### src/rtl/playback_sequencer.sv
// playback_sequencer
//   Sequences a record/playback datapath built around an external FIFO.
//   A save press in IDLE writes din into the FIFO. An execute press drains
//   the FIFO, holding each entry on play_data for STEP_TICKS cycles.
//
// Ports
//   clk          system clock, rising edge
//   reset        asynchronous reset, active low
//   save         record button (level)
//   execute      playback button (level)
//   cancel       abort playback (level)
//   din          word to record
//   fifo_full    FIFO full flag
//   fifo_empty   FIFO empty flag
//   fifo_rdata   FIFO read data, valid the cycle after fifo_rd_en
//   fifo_wr_en   one-cycle FIFO write strobe
//   fifo_wdata   FIFO write data, valid with fifo_wr_en
//   fifo_rd_en   one-cycle FIFO read strobe
//   play_valid   high while an entry is being played
//   play_data    entry being played (holds last value after playback)
//   busy         high in any state other than IDLE
//   overflow     sticky: a save was dropped because the FIFO was full
//
// State | meaning
// ------+-----------------------------------------------------------
// IDLE  | waiting for save/execute presses; saves are handled here
// FETCH | fifo_rd_en is high this cycle
// LOAD  | fifo_rdata is valid; latch it and arm the step counter
// PLAY  | entry presented on play_data until the counter reaches 0
module playback_sequencer #(
  parameter int DATA_W     = 8,
  parameter int STEP_TICKS = 50_000_000,
  parameter int CNT_W      = $clog2(STEP_TICKS + 1)
) (
  input  logic              clk,
  input  logic              reset,
  input  logic              save,
  input  logic              execute,
  input  logic              cancel,
  input  logic [DATA_W-1:0] din,
  input  logic              fifo_full,
  input  logic              fifo_empty,
  input  logic [DATA_W-1:0] fifo_rdata,
  output logic              fifo_wr_en,
  output logic [DATA_W-1:0] fifo_wdata,
  output logic              fifo_rd_en,
  output logic              play_valid,
  output logic [DATA_W-1:0] play_data,
  output logic              busy,
  output logic              overflow
);

  typedef enum logic [1:0] {IDLE, FETCH, LOAD, PLAY} state_t;

  localparam logic [CNT_W-1:0] CNT_LOAD = CNT_W'(STEP_TICKS - 1);

  state_t            state, state_nxt;
  logic [CNT_W-1:0]  cnt, cnt_nxt;
  logic              save_q, exec_q;
  logic              save_rise, exec_rise;
  logic              wr_en_nxt, rd_en_nxt, play_valid_nxt, overflow_nxt;
  logic [DATA_W-1:0] wdata_nxt, play_data_nxt;

  assign save_rise = save & ~save_q;
  assign exec_rise = execute & ~exec_q;

  always_comb begin
    state_nxt      = state;
    cnt_nxt        = cnt;
    wr_en_nxt      = 1'b0;
    rd_en_nxt      = 1'b0;
    play_valid_nxt = 1'b0;
    overflow_nxt   = overflow;
    wdata_nxt      = fifo_wdata;
    play_data_nxt  = play_data;
    case (state)
      IDLE: begin
        // save wins over a simultaneous execute edge
        if (save_rise) begin
          if (!fifo_full) begin
            wr_en_nxt = 1'b1;
            wdata_nxt = din;
          end else begin
            overflow_nxt = 1'b1;
          end
        end else if (exec_rise && !fifo_empty) begin
          state_nxt = FETCH;
          rd_en_nxt = 1'b1;
        end
      end
      FETCH: begin
        // a read issued here is not undone by cancel; that entry is lost
        state_nxt = cancel ? IDLE : LOAD;
      end
      LOAD: begin
        if (cancel) begin
          state_nxt = IDLE;
        end else begin
          play_data_nxt  = fifo_rdata;
          cnt_nxt        = CNT_LOAD;
          play_valid_nxt = 1'b1;
          state_nxt      = PLAY;
        end
      end
      PLAY: begin
        if (cancel) begin
          state_nxt = IDLE;
        end else if (cnt == '0) begin
          if (!fifo_empty) begin
            state_nxt = FETCH;
            rd_en_nxt = 1'b1;
          end else begin
            state_nxt = IDLE;
          end
        end else begin
          cnt_nxt        = cnt - CNT_W'(1);
          play_valid_nxt = 1'b1;
        end
      end
      default: state_nxt = IDLE;
    endcase
  end

  always_ff @(posedge clk or negedge reset) begin
    if (!reset) begin
      state      <= IDLE;
      cnt        <= '0;
      // edge detectors start high so a button held through reset is ignored
      save_q     <= 1'b1;
      exec_q     <= 1'b1;
      fifo_wr_en <= 1'b0;
      fifo_wdata <= '0;
      fifo_rd_en <= 1'b0;
      play_valid <= 1'b0;
      play_data  <= '0;
      busy       <= 1'b0;
      overflow   <= 1'b0;
    end else begin
      state      <= state_nxt;
      cnt        <= cnt_nxt;
      save_q     <= save;
      exec_q     <= execute;
      fifo_wr_en <= wr_en_nxt;
      fifo_wdata <= wdata_nxt;
      fifo_rd_en <= rd_en_nxt;
      play_valid <= play_valid_nxt;
      play_data  <= play_data_nxt;
      busy       <= (state_nxt != IDLE);
      overflow   <= overflow_nxt;
    end
  end

endmodule
### config.mk
export PLATFORM = sky130hd
export DESIGN_NAME = playback_sequencer
export DESIGN_NICKNAME = d
export VERILOG_FILES = /design/src/rtl/playback_sequencer.sv
export SDC_FILE = /design/constraint.sdc
export NUM_CORES = 1
export LEC_CHECK = 0
export ABC_AREA = 1
export CAP_MARGIN = 25
export CORE_AREA = 5 5 115 63
export CTS_CLUSTER_SIZE = 30
export DETAILED_ROUTE_END_ITERATION = 8
export DIE_AREA = 0 0 120 68
export PLACE_DENSITY = 0.76
export SYNTH_ARGS = -nofsm -noshare
export SYNTH_HDL_FRONTEND = slang
export SYNTH_SLANG_ARGS = --single-unit
### constraint.sdc
create_clock -name clk -period 1.9 [get_ports clk]
set_clock_uncertainty 0.05 [all_clocks]
set_input_delay 0.19 -clock clk [delete_from_list [all_inputs] [get_ports clk]]
set_output_delay 0.19 -clock clk [all_outputs]
set_load 0.02 [all_outputs]
After elaboration in Yosys (flattened, before gate mapping):

Index checks and enable logic that the tools add are counted.

* flip-flop bits (word level): 51
* output and inout port bits: 21
* input bits: 23

* bitwise gates (word level): 6
* reductions and logical operators: 10
* muxes and demuxes: 25
* equal/unequal tests: 6
* add/subtract/negate cells: 1

Operator list (number)
* 2-to-1 mux 26 bit: 3
* one-hot mux 26 bit (2 select lines): 1
* logical NOT 26 bit: 1
* subtractor 26 x 1 -> 26 bit, second input constant: 1
* 2-to-1 mux 1 bit: 12
* 2-to-1 mux 2 bit: 6
* one-hot mux 2 bit (4 select lines): 1
* != test 2 bit, second input constant: 3
* AND reduction 3 bit: 2
* equality test 2 bit, second input constant: 2
* inverter 1 bit: 4
* one-hot mux 1 bit (2 select lines): 2
* AND reduction 4 bit: 1
* nonzero test 2 bit: 2
* bitwise AND 1 bit: 2
* equality test 2 x 1 -> 1 bit, second input constant: 1
* logical NOT 2 bit: 1
* AND reduction 2 bit: 1
* logical AND 1 bit: 1
* logical NOT 1 bit: 1

Logic depth before layout (Yosys ltp):

Gate-level depths: netlist of the first run.

* depth after elaboration: 7
* depth in mapped cells: 10
* gate-level depth less buffers: 10

Worst setup path after synthesis of the first run:

OpenSTA, ideal clock, no wires.

* path type: reg-to-reg
* start point: register cnt[0]
* end point: register cnt[3]
* arrival: 1.642 ns
* cell stages (with the launch flop): 11
* setup time: 0.125 ns
* setup slack: 0.084 ns
* cell sequence: dfrtp_1 -> inv_1 -> ha_1 -> nand2_1 -> nor2_2 -> nand3_2 -> o21ai_2 -> nand2_2 -> buf_6 -> nand3_2 -> nand3_2

* longest elaborated chain between the ends: 4
* elaborated cells on any way between the ends: 7
* those cells by class: 1 x add/sub; 1 x eq/ne; 3 x mux; 2 x reduce/logical

Ends and longest elaborated chain
* start: declaration: RTL line 58 `logic [CNT_W-1:0] cnt, cnt_nxt;`
* start signal: assignment: RTL line 140 `cnt <= cnt_nxt;`
* subtractor 26 x 1 -> 26 bit: RTL line 116 `cnt_nxt = cnt - CNT_W'(1);`
* 2-to-1 mux 26 bit: RTL line 108 `end else if (cnt == '0) begin`
* 2-to-1 mux 26 bit: RTL line 106 `if (cancel) begin`
* one-hot mux 26 bit (2 select lines): RTL line 76 `case (state)`

Several ways; a longest one is shown, not always the timed one. The select of a mux whose other input is x is not followed.
A chain may end at the register's enable or synchronous reset.

Final worst setup path of the first run:

* start point: register cnt[1]
* end point: register cnt[14]

Same word-level chain as after synthesis.

==> results of run 1 <==
[layout by cell type, fill, tap and decap left out, types with 2 or more instances in the layout]
master / count
a21oi_1: 2
buf_12: 2
buf_4: 15
clkbuf_16: 5
clkdlybuf4s50_1: 42
dfrtp_1: 49
dfstp_2: 2
ha_1: 4
inv_1: 25
inv_2: 3
nand2_1: 125
nand2_2: 9
nand3_1: 29
nand3_2: 3
nand4_1: 11
nor2_1: 52
nor2_2: 8
nor2_4: 2
o21ai_0: 6
o21ai_1: 2
o21ai_2: 14
o21bai_1: 3
or2_2: 2
xnor2_1: 4
xor2_1: 7
[what timing repair did]
action | 4_1_cts | 5_1_grt
endpoints found under the hold margin | 21 | 0
resized for setup | 0 | 8
hold buffers | 1 | 0
setup endpoints to repair | 0 | 20
[state kept, by name, summed over array words and instances, names as in the netlist]
name and cells:
fifo_rd_en 1, play_data 8, state 2, save_q 1, fifo_wdata 8, play_valid 1
overflow 1, busy 1, fifo_wr_en 1, exec_q 1, cnt 26
[worst paths after layout]
kind,to,depth (start not counted),startpoint
worst max-delay path,cnt[14],8,cnt[1]
worst min-delay path,save_q,1,save
worst min register to register,overflow,1,overflow
max in group asynchronous,save_q,3,reset
worst max register to register,cnt[14],8,cnt[1]
min in group asynchronous,cnt[23],2,reset
[through the flow]
| stage | cell area (um^2) | std cells | hold WS [ns] | setup WS, ns | setup TNS (ns) |
|---|---|---|---|---|---|
| global route | 3710 | 518 | 0.292 | -0.00389 | -0.00391 |
| detailed placement | 3500 | 509 | 0.153 | 0.0756 | 0 |
| floorplan | 2880 | 376 | -0.156 | 0.0836 | 0 |
| finish | 3710 | 518 | 0.298 | 0.101 | 0 |
| global placement | 3500 | 509 | 0.154 | 0.0630 | 0 |
| CTS | 3680 | 518 | 0.286 | 0.0420 | 0 |
[routing by layer]
layer	share of wire, %	GRT usage (%)
met5	0	0
met4	1.2	4.28
met3	8.5	5.28
met2	40	26.9
met1	50	31.3
[worst reg2reg max path: stages (launching register included)]
cell	delay (ns)
dfrtp_1	0.38
inv_1	0.09
ha_2	0.20
inv_1	0.11
nor2_1	0.39
nand2_1	0.15
xnor2_1	0.16
o21ai_2	0.11
nand2_1	0.06
[where the power goes]
group	switching [mW]	total, mW	internal, mW	leakage, nW
Combinational	1.47	2.54	1.07	1.01
Clock	0.398	1.05	0.655	0.0868
Sequential	0.349	1.86	1.51	0.624
[final cells by class]
class | count | area share, %
multi-input combinational | 289 | 39.1
inverter | 28 | 2.83
clock inverter | 2 | 0.945
clock buffer | 6 | 3.74
tap | 80 | 2.70
sequential | 51 | 34.5
timing repair buffer | 62 | 16.2
[logic make-up after synthesis]
logic type               after synthesis  share of synthesized area (%)
AO/OA/AOI/OAI                         30                           7.69
XOR/XNOR                              11                           3.35
adder cells (fa/ha/maj)                5                           2.17
buffers and inverters                 36                           6.04
flip-flops                            51                           44.4
AND/OR/NAND/NOR                      243                           36.3
==> Flow_metrics.wiki, run 1 <==
{| class="wikitable"
! Metric !! Value
|-
| Deepest level of the CTS H-tree || 2
|-
| Top cell type's share of synthesized area || 42.6%
|-
| Top cells by instance count after synthesis || 125 x nand2_1, 56 x nor2_1, 49 x dfrtp_1
|-
| Number of sinks handled by clock tree synthesis || around 50
|-
| Count of yosys warnings during synthesis || 0
|-
| HPWL Detailed || 5790 um
|-
| Num ports || 44
|-
| Via count of the first global-routing pass || 2,497
|-
| Unique cell type count in the Yosys netlist || 28
|-
| Per-instance average area after synthesis || 7.66 um^2
|-
| DRC violations left || 0
|-
| CP bufs+invs || 2
|-
| Number of storage elements in the synthesis netlist || 51
|-
| Startpoint type of the worst setup path || flip-flop
|-
| Maxcap violations || 0
|-
| Clock-pin slew on the worst setup and hold paths || about 0.070 ns
|-
| Most used standard cell by instance count after synthesis || nand2_1
|-
| Maximum buffer depth of the clock tree || 2
|-
| Pin count of the biggest net entering global routing || 31
|-
| Latest clock arrival within the worst-skew pair || 0.29 ns
|-
| Area taken by multi-input logic gates || approximately 1500 um^2
|-
| Global-route usage over all layers || 19.9%
|-
| Synth Instances || about 380
|-
| Iteration-0 DRC Markers || between 200 and 300
|-
| Floorplan core area || 6280 um^2
|-
| Via-per-instance ratio || 5.19
|-
| Antenna violations before repair || 0
|-
| CP Max Fanout || 4
|-
| Root Buffer Master || clkbuf_16
|-
| Final count of hold timing violations || 0
|-
| Type of the worst min-delay path || primary input to flip-flop
|-
| Filler Cell Count || 556
|-
| Leakage power of the design || 1.73 nW
|-
| Kind of cell with the highest combined delay on the critical path || simple AND/OR/NAND/NOR gates
|-
| Die span in y || about 70 um
|-
| Growth of design area from synthesis to finish || 28.8%
|-
| DRT antenna net count || 0
|-
| Sequential-to-total area share from yosys stat || 44.4%
|-
| Top achievable clock speed || between 0.5 and 0.6 GHz
|-
| Worst-case vdd ir drop || 0.723 mV
|-
| Area of the die || 8160 um^2
|-
| Final setup violation count || 0
|-
| Wire length reported by the detailed router || approximately 7500 um
|-
| Arrival time at the worst endpoint || 1.94 ns
|-
| Post-DR wirelength/cell || 14.5 um
|-
| Final antenna diode count || 0
|-
| Slowest cell delay on critical path || around 0.4 ns
|-
| Net Count, Synth || around 400
|-
| Util after Layout || 59.1%
|-
| Status || completed
|-
| Top flip-flop cell by instance count after synthesis || dfrtp_1
|-
| Chip Width || ~120 um
|-
| Port Buf Inserts || 43
|-
| Number of synthesized flops with an enable pin || 0
|-
| Clock tree from TritonCTS || yes
|-
| Final global-route overflow total || 0
|-
| Kind of critical path || flip-flop to flip-flop
|-
| CTS buffer count || 5
|-
| Floorplan row count || 21
|-
| Slowest cell on the critical path || nor2_1
|-
| Worst EP required || 2.04 ns
|-
| Overall power || 5.46 mW
|-
| Clock period minus worst slack || 1.80 ns
|-
| FF+latch area || 1280 um^2
|-
| First-pass detailed-route iteration total || 6
|-
| Internal reg-to-reg setup slack || 0.10 ns
|-
| Synthesized cell area || 2880 um^2
|-
| Critical Path End Type || flip-flop
|-
| Routability-driven placement congestion ratio || between 0.9 and 1
|-
| Asr flop ratio synth || 100%
|-
| Power per Cell Area || ~1500 nW/um^2
|-
| Cell breakdown of the critical path || inv_1 -> ha_2 -> inv_1 -> nor2_1 -> nand2_1 -> xnor2_1 -> o21ai_2 -> nand2_1
|-
| Max_slew headroom || 64.4%
|-
| Leading cell types by total area after synthesis || dfrtp_1 43%, nand2_1 16%, nor2_1 7.3%
|-
| Count of pins over their slew limit || 0
|-
| Share of layout cells above drive strength 1 || 16.9%
|-
| Effective utilization at floorplan || 45.8%
|-
| Post-CTS setup buffers || 0
|-
| Pin slew with the least headroom to its limit || between 0.5 and 0.6 ns
|-
| Wire length of the first global-routing pass || 12,500 um
|-
| Number of vias in the routed layout || approximately 2.7k
|-
| Net count of the finished layout || 465
|-
| Period utilization || between 90% and 100%
|-
| Post-synth top area cell || dfrtp_1
|}
No activity file was read; power rests on OpenSTA's default activity.
==> inputs of run 2 (changes only) <==
- ABC_AREA: 1 -> default
- CORE_AREA: 5 5 115 63 -> 5 5 109 60
- DIE_AREA: 0 0 120 68 -> 0 0 114 65
- PLACE_DENSITY: 0.76 -> 0.74
- clock period: 1.9 -> 1.5 ns (I/O delays scaled with it)
==> Flow_metrics.wiki, run 2 <==
{| class="wikitable"
! Metric !! Value
|-
| Internal reg-to-reg setup slack || -0.63 ns
|-
| Sequential-to-total area share from yosys stat || 52.1%
|-
| Port Buf Inserts || 43
|-
| Largest Register || cnt
|-
| Final instance area || about 4300 um^2
|-
| Routability-driven placement congestion ratio || 0.827
|-
| Growth of design area from synthesis to finish || 77.0%
|-
| Max_slew headroom || 64.4%
|-
| Synth Instances || around 220
|-
| HPWL Detailed || 4930 um
|-
| Non-Filler Instances || 425
|-
| Unique cell type count in the Yosys netlist || 49
|-
| R2R Path End || cnt[19]
|-
| Synthesized cell area || between 2000 and 2500 um^2
|-
| Most frequent cells in the layout || 73 x buf_4, 49 x dfrtp_1, 25 x clkdlybuf4s50_1
|-
| Via-per-instance ratio || about 5.6
|-
| Most common cell after layout, fill and taps aside || buf_4
|-
| Worst-case vdd ir drop || approximately 0.86 mV
|-
| Worst setup slack after placement || -0.648 ns
|-
| Count of yosys warnings during synthesis || 0
|-
| Period utilization || 142%
|-
| Count of pins over their slew limit || 0
|-
| Number of synthesized flops with an enable pin || 0
|-
| Clock tree from TritonCTS || yes
|-
| Critical Path End Type || flip-flop
|-
| Placed inst area || 3580 um^2
|-
| Final antenna diode count || 0
|-
| CP Max Fanout || 6
|-
| Area taken by multi-input logic gates || ~1500 um^2
|-
| Placed instance count || 396
|-
| Net count of the finished layout || 375
|-
| Post-synth top area cell || dfrtp_1
|-
| Area of the die || 7410 um^2
|-
| Leading cell types by total area after synthesis || dfrtp_1 50%, mux2_2 7.3%, ha_1 2.5%
|-
| Top flip-flop cell by instance count after synthesis || dfrtp_1
|-
| Number of vias in the routed layout || 2,378
|-
| Top achievable clock speed || 0.470 GHz
|-
| Share of layout cells above drive strength 1 || 52.3%
|-
| Die span in y || 65 um
|-
| Chip Width || 114 um
|-
| Iteration-0 DRC Markers || 168
|-
| CTS buffer count || 5
|-
| Global-route usage over all layers || 21.5%
|-
| Startpoint type of the worst setup path || flip-flop
|-
| Type of the worst min-delay path || primary input to flip-flop
|-
| DRC violations left || 0
|-
| Final setup violation count || 47
|-
| Status || finished, violations left
|-
| Wire length of the first global-routing pass || 12,500 um
|-
| Number of storage elements in the synthesis netlist || slightly above 50
|-
| Violated checks || setup timing
|-
| Source of the worst hold timing path || save
|-
| Number of sinks handled by clock tree synthesis || 51
|-
| Maxcap violations || 0
|-
| Latest clock arrival within the worst-skew pair || 0.30 ns
|-
| Floorplan core area || around 5600 um^2
|-
| Per-instance average area after synthesis || 11.4 um^2
|-
| Top cells by instance count after synthesis || 49 x dfrtp_1, 16 x mux2_2, 12 x nor2_1
|-
| Num ports || 44
|-
| Deepest level of the CTS H-tree || 2
|-
| Pin count of the biggest net entering global routing || 52
|-
| Hold Crit Depth || 1
|-
| Arrival time at the worst endpoint || 2.27 ns
|-
| Asr flop ratio synth || 100%
|-
| First-pass detailed-route iteration total || 4
|-
| Final global-route overflow total || 0
|-
| Top cell type's share of synthesized area || 49.9%
|-
| Worst EP required || 1.64 ns
|-
| Kind of critical path || flip-flop to flip-flop
|-
| Power per Cell Area || 1620 nW/um^2
|-
| Pin slew with the least headroom to its limit || 0.533 ns
|-
| Clock period minus worst slack || 2.13 ns
|-
| Startpoint of the most critical register-to-register path || cnt[18]
|-
| Via count of the first global-routing pass || 2,525
|-
| Worst Hold Slack || 0.216 ns
|-
| Root Buffer Master || clkbuf_8
|-
| Flip-flop count of the largest register after layout || 26
|-
| End point of the worst hold path || save_q
|-
| Wire length reported by the detailed router || about 9000 um
|-
| Floorplan row count || 20
|-
| FF+latch area || 1280 um^2
|-
| Filler Cell Count || 330
|-
| RSZ-0062 raised after global routing || true
|-
| Setup slack of the critical path after layout || -0.627 ns
|-
| Effective utilization at floorplan || between 40% and 50%
|-
| Overall power || 7.02 mW
|-
| Registers with the most flip-flops || cnt: 26 flops, fifo_wdata: 8 flops, play_data: 8 flops
|-
| Final count of hold timing violations || 0
|-
| Post-DR wirelength/cell || 20.7 um
|-
| Antenna violations before repair || 0
|-
| Clock-pin slew on the worst setup and hold paths || 0.10 ns
|-
| Most used standard cell by instance count after synthesis || dfrtp_1
|-
| Number of cells on the worst reg-to-reg path || 5
|-
| Leakage power of the design || 1.93 nW
|-
| DRT antenna net count || 0
|-
| Maximum buffer depth of the clock tree || 2
|-
| Net Count, Synth || about 240
|}
## run 2: what timing repair did
action,CTS,global route
endpoints found under the setup margin,49,62
gates cloned,1,2
hold buffers,1,0
setup buffers,8,13
endpoints found under the hold margin,49,0
resized for setup,43,68
pin swaps,12,15
## run 2: cells by family (layout without fill, tap and decap cells)
group                    Yosys count  count (layout)  share of synthesized area, %
AND/OR/NAND/NOR                   81              81                          20.7
flip-flops                        51              51                          52.1
adder cells (fa/ha/maj)            5               5                          2.55
buffers and inverters             14             146                          2.90
multiplexers                      19              19                          8.56
AO/OA/AOI/OAI                     46              46                          13.2
## run 2: layout make-up
class	instances	share of cell area, %
multi-input cells	151	34.9
clock buffers	5	1.58
clock inverters	3	1.55
inverters	5	0.604
flip-flops and latches	51	29.4
well taps	77	2.22
repair buffers	133	29.7
## run 2: power by group
part           switching [mW]  total [mW]  internal, mW
Sequential              0.388        2.27          1.88
Combinational            1.65        3.60          1.96
Clock                   0.488        1.15         0.666
Total                    2.52        7.02          4.50
## run 2: layer usage
metal	vias to the layer above	GRT usage [%]	routed length [um]
met1	1228	29.3	3920
met2	58	34.7	4390
met5	-	0	0
met4	0	5.33	89
li1	1082	-	-
met3	10	5.32	396
## run 2: worst max path at each step
stage,from,to,depth (start not counted)
floorplan,cnt[17],cnt[19],7
global placement,cnt[17],cnt[25],5
detailed placement,cnt[17],cnt[25],5
CTS,cnt[19],cnt[25],5
global route,cnt[18],cnt[3],6
finish,cnt[18],cnt[19],5
## run 2: critical path, cell delays in order (launching register included)
cell      delay, ns
dfrtp_1        0.39
or4_4          0.58
and4bb_4       0.41
a211o_4        0.20
nor4_2         0.05
or3b_1         0.33
## run 2: metrics by stage
| stage | utilization, % | TNS, ns |
|---|---|---|
| floorplan | - | -15.28 |
| global placement | 63.6 | -19.02 |
| detailed placement | 63.6 | -21.04 |
| CTS | 70.6 | -17.36 |
| global route | 77.2 | -22.49 |
| finish | 77.2 | -19.29 |
